--- src/rtl/dispatch_pkg.sv ---
// Shared decode constants, micro-op encodings and control types
// for the dispatch decoder.
package dispatch_pkg;

  localparam logic [6:0] OPC_LUI    = 7'b0110111;
  localparam logic [6:0] OPC_AUIPC  = 7'b0010111;
  localparam logic [6:0] OPC_JAL    = 7'b1101111;
  localparam logic [6:0] OPC_JALR   = 7'b1100111;
  localparam logic [6:0] OPC_BRANCH = 7'b1100011;
  localparam logic [6:0] OPC_LOAD   = 7'b0000011;
  localparam logic [6:0] OPC_STORE  = 7'b0100011;
  localparam logic [6:0] OPC_OPIMM  = 7'b0010011;
  localparam logic [6:0] OPC_OP     = 7'b0110011;

  localparam logic [31:0] INST_NOP = 32'h0000_0013;

  localparam int unsigned TAG_FREE = 0;

  // uop = {group, variant, funct3}
  localparam logic [1:0] UOPG_ALU_R = 2'b00;
  localparam logic [1:0] UOPG_ALU_I = 2'b01;
  localparam logic [1:0] UOPG_LSU   = 2'b10;
  localparam logic [1:0] UOPG_BRU   = 2'b11;

  localparam logic [5:0] UOP_LUI   = 6'h18;
  localparam logic [5:0] UOP_AUIPC = 6'h19;
  localparam logic [5:0] UOP_JAL   = 6'h38;
  localparam logic [5:0] UOP_JALR  = 6'h39;

  typedef enum logic [1:0] {
    UNIT_ALU = 2'd0,
    UNIT_LSU = 2'd1,
    UNIT_BRU = 2'd2
  } unit_e;

  typedef enum logic [1:0] {
    RC_NORMAL  = 2'd0,
    RC_STORE   = 2'd1,
    RC_BRANCH  = 2'd2,
    RC_ILLEGAL = 2'd3
  } rob_class_e;

  typedef enum logic [2:0] {
    FMT_R  = 3'd0,
    FMT_I  = 3'd1,
    FMT_SH = 3'd2,
    FMT_S  = 3'd3,
    FMT_B  = 3'd4,
    FMT_U  = 3'd5,
    FMT_J  = 3'd6
  } fmt_e;

  typedef enum logic {
    S_EMPTY = 1'b0,
    S_FULL  = 1'b1
  } slot_e;

  typedef struct packed {
    logic [5:0] op;
    unit_e      unit;
    rob_class_e rc;
    fmt_e       fmt;
    logic       wr_rd;
    logic       use_rs1;
    logic       use_rs2;
    logic       legal;
  } uop_ctl_t;

endpackage

--- src/rtl/dispatch_decoder_imm_gen.sv ---
// Immediate extraction for every RV32I format; shifts
// yield a zero-extended shamt.
module imm_gen
  import dispatch_pkg::*;
#(
  parameter int DATA_W = 32
) (
  input  logic [31:0]       i_inst,
  input  fmt_e              i_fmt,
  output logic [DATA_W-1:0] o_imm
);

  logic [31:0] w_imm;
  logic        w_s;

  assign w_s = i_inst[31];

  always_comb begin
    w_imm = '0;
    unique case (i_fmt)
      FMT_I:
        w_imm = {{20{w_s}}, i_inst[31:20]};
      FMT_SH:
        w_imm = {27'd0, i_inst[24:20]};
      FMT_S:
        w_imm = {{20{w_s}}, i_inst[31:25],
                 i_inst[11:7]};
      FMT_B:
        w_imm = {{19{w_s}}, w_s, i_inst[7],
                 i_inst[30:25], i_inst[11:8],
                 1'b0};
      FMT_U:
        w_imm = {i_inst[31:12], 12'd0};
      FMT_J:
        w_imm = {{11{w_s}}, w_s,
                 i_inst[19:12], i_inst[20],
                 i_inst[30:21], 1'b0};
      default:
        w_imm = '0;
    endcase
  end

  assign o_imm = DATA_W'($signed(w_imm));

endmodule

--- src/rtl/dispatch_decoder.sv ---
// RV32I decode, operand rename and a single registered
// dispatch slot feeding the ALU/LSU/BRU stations.
module dispatch_decoder
  import dispatch_pkg::*;
#(
  parameter int DATA_W = 32,
  parameter int TAG_W  = 4,
  parameter int REG_W  = 5,
  parameter int ADDR_W = 32,
  parameter int OP_W   = 6
) (
  input  logic              clk,
  input  logic              rst,
  input  logic              flush,
  input  logic              instValid,
  input  logic [31:0]       inst,
  input  logic [ADDR_W-1:0] instPC,
  output logic              instReady,
  output logic [REG_W-1:0]  regAddr1,
  output logic [REG_W-1:0]  regAddr2,
  input  logic [TAG_W-1:0]  regTag1,
  input  logic [TAG_W-1:0]  regTag2,
  input  logic [DATA_W-1:0] regData1,
  input  logic [DATA_W-1:0] regData2,
  input  logic [TAG_W-1:0]  robTail,
  input  logic              robFull,
  output logic [TAG_W-1:0]  tagCheck1,
  output logic [TAG_W-1:0]  tagCheck2,
  input  logic              tag1Ready,
  input  logic              tag2Ready,
  input  logic [DATA_W-1:0] robData1,
  input  logic [DATA_W-1:0] robData2,
  input  logic              cdbValid,
  input  logic [TAG_W-1:0]  cdbTag,
  input  logic [DATA_W-1:0] cdbData,
  output logic              robEnable,
  output logic [REG_W-1:0]  robDest,
  output logic [1:0]        robClass,
  output logic              regEnable,
  output logic [REG_W-1:0]  regTagAddr,
  output logic [TAG_W-1:0]  regTag,
  output logic              aluValid,
  output logic              lsuValid,
  output logic              bruValid,
  input  logic              aluReady,
  input  logic              lsuReady,
  input  logic              bruReady,
  output logic [OP_W-1:0]   uopOp,
  output logic [TAG_W-1:0]  uopTag1,
  output logic [TAG_W-1:0]  uopTag2,
  output logic [DATA_W-1:0] uopData1,
  output logic [DATA_W-1:0] uopData2,
  output logic [DATA_W-1:0] uopImm,
  output logic [ADDR_W-1:0] uopPC,
  output logic [TAG_W-1:0]  uopDest
);

  localparam logic [TAG_W-1:0] TFREE =
    TAG_W'(TAG_FREE);

  uop_ctl_t            w_ctl;
  logic [6:0]          w_opc;
  logic [2:0]          w_f3;
  logic [REG_W-1:0]    w_rd;
  logic [DATA_W-1:0]   w_imm;
  logic                w_nop;
  logic                w_fire;
  logic                w_accept;
  logic                w_alloc;
  logic                w_load;
  logic [TAG_W-1:0]    w_tag1;
  logic [TAG_W-1:0]    w_tag2;
  logic [DATA_W-1:0]   w_data1;
  logic [DATA_W-1:0]   w_data2;
  slot_e               r_state;
  slot_e               w_stNext;

  logic [5:0]          r_op;
  unit_e               r_unit;
  logic [TAG_W-1:0]    r_tag1;
  logic [TAG_W-1:0]    r_tag2;
  logic [DATA_W-1:0]   r_data1;
  logic [DATA_W-1:0]   r_data2;
  logic [DATA_W-1:0]   r_imm;
  logic [ADDR_W-1:0]   r_pc;
  logic [TAG_W-1:0]    r_dest;
  logic                r_robEnable;
  logic [REG_W-1:0]    r_robDest;
  rob_class_e          r_robClass;
  logic                r_regEnable;
  logic [REG_W-1:0]    r_regTagAddr;
  logic [TAG_W-1:0]    r_regTag;

  assign w_opc = inst[6:0];
  assign w_f3  = inst[14:12];
  assign w_rd  = REG_W'(inst[11:7]);
  assign w_nop = inst == INST_NOP;

  always_comb begin
    w_ctl      = '0;
    w_ctl.rc   = RC_ILLEGAL;
    w_ctl.fmt  = FMT_R;
    w_ctl.unit = UNIT_ALU;
    unique case (1'b1)
      (w_opc == OPC_OP): begin
        w_ctl.op      = {UOPG_ALU_R, inst[30], w_f3};
        w_ctl.rc      = RC_NORMAL;
        w_ctl.wr_rd   = 1'b1;
        w_ctl.use_rs1 = 1'b1;
        w_ctl.use_rs2 = 1'b1;
        w_ctl.legal   = 1'b1;
      end
      (w_opc == OPC_OPIMM): begin
        // only the right shifts carry an alt bit
        w_ctl.op = {UOPG_ALU_I,
                    inst[30] && w_f3 == 3'b101,
                    w_f3};
        w_ctl.fmt = (w_f3[1:0] == 2'b01) ?
                    FMT_SH : FMT_I;
        w_ctl.rc      = RC_NORMAL;
        w_ctl.wr_rd   = 1'b1;
        w_ctl.use_rs1 = 1'b1;
        w_ctl.legal   = 1'b1;
      end
      (w_opc == OPC_LUI),
      (w_opc == OPC_AUIPC): begin
        w_ctl.op = (w_opc == OPC_LUI) ?
                   UOP_LUI : UOP_AUIPC;
        w_ctl.fmt   = FMT_U;
        w_ctl.rc    = RC_NORMAL;
        w_ctl.wr_rd = 1'b1;
        w_ctl.legal = 1'b1;
      end
      (w_opc == OPC_LOAD): begin
        w_ctl.op      = {UOPG_LSU, 1'b0, w_f3};
        w_ctl.unit    = UNIT_LSU;
        w_ctl.fmt     = FMT_I;
        w_ctl.rc      = RC_NORMAL;
        w_ctl.wr_rd   = 1'b1;
        w_ctl.use_rs1 = 1'b1;
        w_ctl.legal   = 1'b1;
      end
      (w_opc == OPC_STORE): begin
        w_ctl.op      = {UOPG_LSU, 1'b1, w_f3};
        w_ctl.unit    = UNIT_LSU;
        w_ctl.fmt     = FMT_S;
        w_ctl.rc      = RC_STORE;
        w_ctl.use_rs1 = 1'b1;
        w_ctl.use_rs2 = 1'b1;
        w_ctl.legal   = 1'b1;
      end
      (w_opc == OPC_BRANCH): begin
        w_ctl.op      = {UOPG_BRU, 1'b0, w_f3};
        w_ctl.unit    = UNIT_BRU;
        w_ctl.fmt     = FMT_B;
        w_ctl.rc      = RC_BRANCH;
        w_ctl.use_rs1 = 1'b1;
        w_ctl.use_rs2 = 1'b1;
        w_ctl.legal   = 1'b1;
      end
      (w_opc == OPC_JAL),
      (w_opc == OPC_JALR): begin
        w_ctl.unit  = UNIT_BRU;
        w_ctl.rc    = RC_BRANCH;
        w_ctl.wr_rd = 1'b1;
        w_ctl.legal = 1'b1;
        if (w_opc == OPC_JAL) begin
          w_ctl.op  = UOP_JAL;
          w_ctl.fmt = FMT_J;
        end else begin
          w_ctl.op      = UOP_JALR;
          w_ctl.fmt     = FMT_I;
          w_ctl.use_rs1 = 1'b1;
        end
      end
      default: ;
    endcase
  end

  imm_gen #(
    .DATA_W(DATA_W)
  ) u_imm (
    .i_inst(inst),
    .i_fmt (w_ctl.fmt),
    .o_imm (w_imm)
  );

  assign regAddr1 = w_ctl.use_rs1 ?
                    REG_W'(inst[19:15]) : '0;
  assign regAddr2 = w_ctl.use_rs2 ?
                    REG_W'(inst[24:20]) : '0;
  assign tagCheck1 = regTag1;
  assign tagCheck2 = regTag2;

  function automatic logic [TAG_W+DATA_W-1:0] resolve(
    input logic [TAG_W-1:0]  t,
    input logic              rdy,
    input logic [DATA_W-1:0] rf,
    input logic [DATA_W-1:0] rob,
    input logic              cv,
    input logic [TAG_W-1:0]  ct,
    input logic [DATA_W-1:0] cd
  );
    if (t == TFREE) return {TFREE, rf};
    if (cv && ct == t) return {TFREE, cd};
    if (rdy) return {TFREE, rob};
    return {t, {DATA_W{1'b0}}};
  endfunction

  assign {w_tag1, w_data1} = resolve(
    regTag1, tag1Ready, regData1, robData1,
    cdbValid, cdbTag, cdbData);
  assign {w_tag2, w_data2} = resolve(
    regTag2, tag2Ready, regData2, robData2,
    cdbValid, cdbTag, cdbData);

  always_comb begin
    w_fire = 1'b0;
    if (r_state == S_FULL) begin
      unique case (r_unit)
        UNIT_ALU: w_fire = aluReady;
        UNIT_LSU: w_fire = lsuReady;
        UNIT_BRU: w_fire = bruReady;
        default:  w_fire = 1'b0;
      endcase
    end
  end

  assign instReady = !rst && !flush && !robFull &&
                     (r_state == S_EMPTY || w_fire);
  assign w_accept  = instValid && instReady;
  assign w_alloc   = w_accept && !w_nop;
  assign w_load    = w_alloc && w_ctl.legal;

  always_comb begin
    w_stNext = r_state;
    unique case (r_state)
      S_EMPTY:
        if (w_load) w_stNext = S_FULL;
      S_FULL:
        if (flush) w_stNext = S_EMPTY;
        else if (w_fire && !w_load)
          w_stNext = S_EMPTY;
      default: w_stNext = S_EMPTY;
    endcase
  end

  always_ff @(posedge clk or posedge rst) begin
    if (rst) r_state <= S_EMPTY;
    else     r_state <= w_stNext;
  end

  // held slot captures late results from the CDB
  always_ff @(posedge clk or posedge rst) begin
    if (rst) begin
      r_op    <= '0;
      r_unit  <= UNIT_ALU;
      r_tag1  <= '0;
      r_tag2  <= '0;
      r_data1 <= '0;
      r_data2 <= '0;
      r_imm   <= '0;
      r_pc    <= '0;
      r_dest  <= '0;
    end else if (w_load) begin
      r_op    <= w_ctl.op;
      r_unit  <= w_ctl.unit;
      r_tag1  <= w_tag1;
      r_tag2  <= w_tag2;
      r_data1 <= w_data1;
      r_data2 <= w_data2;
      r_imm   <= w_imm;
      r_pc    <= instPC;
      r_dest  <= robTail;
    end else if (r_state == S_FULL) begin
      if (cdbValid && r_tag1 != TFREE &&
          cdbTag == r_tag1) begin
        r_tag1  <= TFREE;
        r_data1 <= cdbData;
      end
      if (cdbValid && r_tag2 != TFREE &&
          cdbTag == r_tag2) begin
        r_tag2  <= TFREE;
        r_data2 <= cdbData;
      end
    end
  end

  always_ff @(posedge clk or posedge rst) begin
    if (rst) begin
      r_robEnable  <= 1'b0;
      r_regEnable  <= 1'b0;
      r_robDest    <= '0;
      r_robClass   <= RC_NORMAL;
      r_regTagAddr <= '0;
      r_regTag     <= '0;
    end else begin
      r_robEnable <= w_alloc;
      r_regEnable <= w_alloc && w_ctl.wr_rd &&
                     w_rd != '0;
      if (w_alloc) begin
        r_robDest    <= w_ctl.wr_rd ? w_rd : '0;
        r_robClass   <= w_ctl.rc;
        r_regTagAddr <= w_rd;
        r_regTag     <= robTail;
      end
    end
  end

  assign robEnable  = r_robEnable;
  assign robDest    = r_robDest;
  assign robClass   = r_robClass;
  assign regEnable  = r_regEnable;
  assign regTagAddr = r_regTagAddr;
  assign regTag     = r_regTag;

  assign aluValid = r_state == S_FULL &&
                    r_unit == UNIT_ALU;
  assign lsuValid = r_state == S_FULL &&
                    r_unit == UNIT_LSU;
  assign bruValid = r_state == S_FULL &&
                    r_unit == UNIT_BRU;

  assign uopOp    = OP_W'(r_op);
  assign uopTag1  = r_tag1;
  assign uopTag2  = r_tag2;
  assign uopData1 = r_data1;
  assign uopData2 = r_data2;
  assign uopImm   = r_imm;
  assign uopPC    = r_pc;
  assign uopDest  = r_dest;

endmodule

--- config.mk ---
export PLATFORM = sky130hd
export DESIGN_NAME = dispatch_decoder
export DESIGN_NICKNAME = d
export VERILOG_FILES = /design/src/rtl/dispatch_pkg.sv /design/src/rtl/dispatch_decoder_imm_gen.sv /design/src/rtl/dispatch_decoder.sv
export SDC_FILE = /design/constraint.sdc
export NUM_CORES = 1
export LEC_CHECK = 0
export BUFFER_PORTS_ARGS = -buffer_cell sky130_fd_sc_hd__buf_4
export CORE_AREA = 8 8 162 164
export CTS_CLUSTER_SIZE = 25
export DETAILED_ROUTE_END_ITERATION = 7
export DIE_AREA = 0 0 170 172
export PLACE_DENSITY_LB_ADDON = 0.12
export SLEW_MARGIN = 15
export SYNTH_ARGS = -nofsm -noshare
export SYNTH_HDL_FRONTEND = slang
export SYNTH_SLANG_ARGS = --single-unit
--- constraint.sdc ---
create_clock -name clk -period 10.9 [get_ports clk]
set_clock_uncertainty 0.2 [all_clocks]
set_input_delay 1.635 -clock clk [delete_from_list [all_inputs] [get_ports clk]]
set_output_delay 1.635 -clock clk [all_outputs]
set_load 0.01 [all_outputs]
==> impl_metrics.json <==
{
  "cts-root-buf": "clkbuf_16",
  "max_freq_ghz": 0.2058,
  "tightest_slew_ns": 1.128,
  "rows": 57,
  "yosysWarnings": 0,
  "path_class": "primary input to output pin",
  "wl_per_cell_um": 20.53,
  "maxSlewHeadroom": 0.2479,
  "power.density_nw_per_um2": 121.6,
  "status": "finished clean",
  "wirelength_um": 37070,
  "required_ns": 9.07,
  "finalHoldViolCount": 0,
  "synth_top_family_by_area": "simple AND/OR/NAND/NOR gates",
  "grt_pass1_vias": 9386,
  "synth_most_common_cell": "nand2_1",
  "p_leak_nw": 6.678,
  "syn-num-nets": 1335,
  "final_nets": 1718,
  "antenna_found_initial": 0,
  "via_count": 9418,
  "cp_top_family": "buffers and inverters",
  "synth-seq-cells": 167,
  "synth_ff_type": "dfrtp_1",
  "yosysUniqueCellTypes": 48,
  "htree_levels": 4,
  "syn2layout_area_growth_pct": 43.31,
  "synth_common_cells": "nand2_1, dfrtp_1, o21ai_0, nor2_1, mux2_2",
  "crit_top_cell": "buf_4",
  "dieArea_um2": 29240,
  "ios": 437,
  "slew_violations": 0,
  "netlist_area_um2": 9268,
  "synth_compound_area_frac": 0.1900,
  "critPathSlowestCell": "inv_6",
  "synthAdderAreaFrac": 0,
  "drc": 0,
  "ctsResizeCount": 0,
  "cp_max_fo": 98,
  "grtUsageTotal": 0.2402,
  "async_flop_share": 1.000,
  "die_height_um": 172,
  "crit_chain": "buf_4 > inv_6 > o21ai_0 > nor4_1 > buf_4",
  "fin_crit_ns": 4.859,
  "final.period_utilization": 0.4458,
  "cts_tree": "yes",
  "design_area_um2": 13280,
  "dr.first_iter.drc_count": 646,
  "path_buf_inv": 3,
  "core_um2": 23820,
  "drtPass1Iterations": 5,
  "synth_edf_count": 0,
  "cp_data_arrival_time_ns": 3.02,
  "place_congestion": 0.8885,
  "slowest_delay_ns": 0.63,
  "avgSynthCellArea_um2": 8.549,
  "netlist_instances": 1084,
  "final_util": 0.5576,
  "rsz0062_at_grt": "no",
  "setup_viol": 0,
  "drive_gt1_frac": 0.3838,
  "hold_buffers": 0,
  "detail-route-antenna-nets": 0,
  "fin_tns_setup_ns": 0,
  "start_util": 0.3891,
  "yosys.area_share.xor_xnor": 0.01418,
  "numCtsBuffers": 17,
  "hold_path.class": "register to register",
  "ir_drop_mv": 0.09238,
  "cts.sinks": 167,
  "grt_first_pass_wirelength_um": 54580,
  "path_clk_slew_ns": 0.07,
  "dpl_cell_area_um2": 12700,
  "yosys.area.top_type": "dfrtp_1",
  "synth.area.mux_share": 0.09100,
  "cts_buffer_depth": 2,
  "grt_overflow_total": 0,
  "synth_area_leaders": "dfrtp_1, nand2_1, mux2_2, o21ai_0, a211oi_1",
  "synth-simple-area-share": 0.2045,
  "instances_no_fill": 1805,
  "cp-start-kind": "primary input",
  "drv_cap": 0,
  "nFillCells": 2329,
  "die_w_um": 170,
  "dp.cells": 1772,
  "synth_top_area_frac": 0.4509,
  "viasPerCell": 5.218,
  "grt_max_degree": 100,
  "ys_seq_area_frac": 0.4509,
  "clock_latency_ns": 0.42,
  "post_cts_buffers": 0,
  "cp-end-kind": "output pin",
  "dp_hpwl_um": 26540,
  "port_buffers": 436
}
-- per-stage QoR --
step           hold WS [ns]  setup WS [ns]  power (W)
2_1_floorplan        0.2863          3.060  0.0008294
3_3_place_gp         0.2503          5.961   0.001022
3_5_place_dp         0.2563          5.964   0.001026
4_1_cts              0.2735          5.964   0.001629
5_1_grt              0.2834          5.840   0.001683
6_report             0.2699          6.041   0.001615
-- worst reg2reg max path: cells and delay by family, from the launching register on --
kind	cells	cell delay, ns
simple gates	2	0.66
flops	1	0.46
buf+inv	1	0.77
compound gates	4	1.25
-- area by class of cell --
type                    instances  area [um^2]  share of cell area
diodes                          1        2.502           0.0001884
clock buffers                  17        425.4             0.03203
clock inverters                15        153.9             0.01159
inverters                      10        42.54            0.003203
multi-input cells             821         4695              0.3535
flip-flops and latches        167         4179              0.3146
well taps                     324        405.4             0.03052
repair buffers                450         3378              0.2544
-- layout by cell type, fill, tap and decap left out, types with 9 or more instances in the layout --
cell,netlist,final
inv_1,10,9
o21ai_1,46,44
nand2_1,274,274
buf_4,18,450
nand3_1,27,27
a211oi_1,64,64
clkbuf_16,0,17
a221o_1,12,12
nor2_1,80,80
xor2_1,12,12
and2_1,15,15
dfrtp_1,167,167
a21oi_1,12,12
nor3_1,10,10
o21ai_0,108,108
a22oi_1,13,13
mux2_2,71,71
-- where the power goes --
part / switching [W] / total [W] / internal (W)
Sequential: 0.0000251 / 0.000688 / 0.000663
Combinational: 0.000156 / 0.000323 / 0.000167
Clock: 0.000299 / 0.000604 / 0.000305
Total: 0.000480 / 0.00161 / 0.00114
-- path summary, 6_finish.rpt --
path                       cells past startpoint  slack [ns]             to  startpoint
setup reg to reg                               7        7.48   uopData1[26]   r_unit[0]
hold / removal                                 2        0.27      uopPC[27]   uopPC[27]
hold reg to reg                                2        0.27      uopPC[27]   uopPC[27]
max in group asynchronous                      3        7.73   uopData2[22]         rst
min in group asynchronous                      2        1.23  regTagAddr[1]         rst
setup / recovery                               5        6.04      instReady         rst
-- sequential cells by signal, summed over array words and instances, names as in the netlist, 2 cells and up --
register and flops:
uopTag1 4, uopDest 4, uopImm 32, uopData1 32, r_unit 2, regTag 4, uopPC 32, regTagAddr 5
uopTag2 4, uopData2 32, uopOp 6, robDest 5, robClass 2
-- cell families after synthesis --
family          count (synthesis)
compound gates                283
mux                            75
xor+xnor                       15
simple gates                  448
flops                         167
buf+inv                        96
-- per-layer routing --
layer | vias to the layer above | track usage | part of all wire
met2 | 394 | 0.4118 | 0.50
li1 | 4532 | - | -
met4 | 0 | 0.07132 | 0.022
met1 | 4448 | 0.2860 | 0.39
met5 | - | 0 | 0
met3 | 44 | 0.07511 | 0.088
Note: power is estimated with default switching activity, not from simulation.
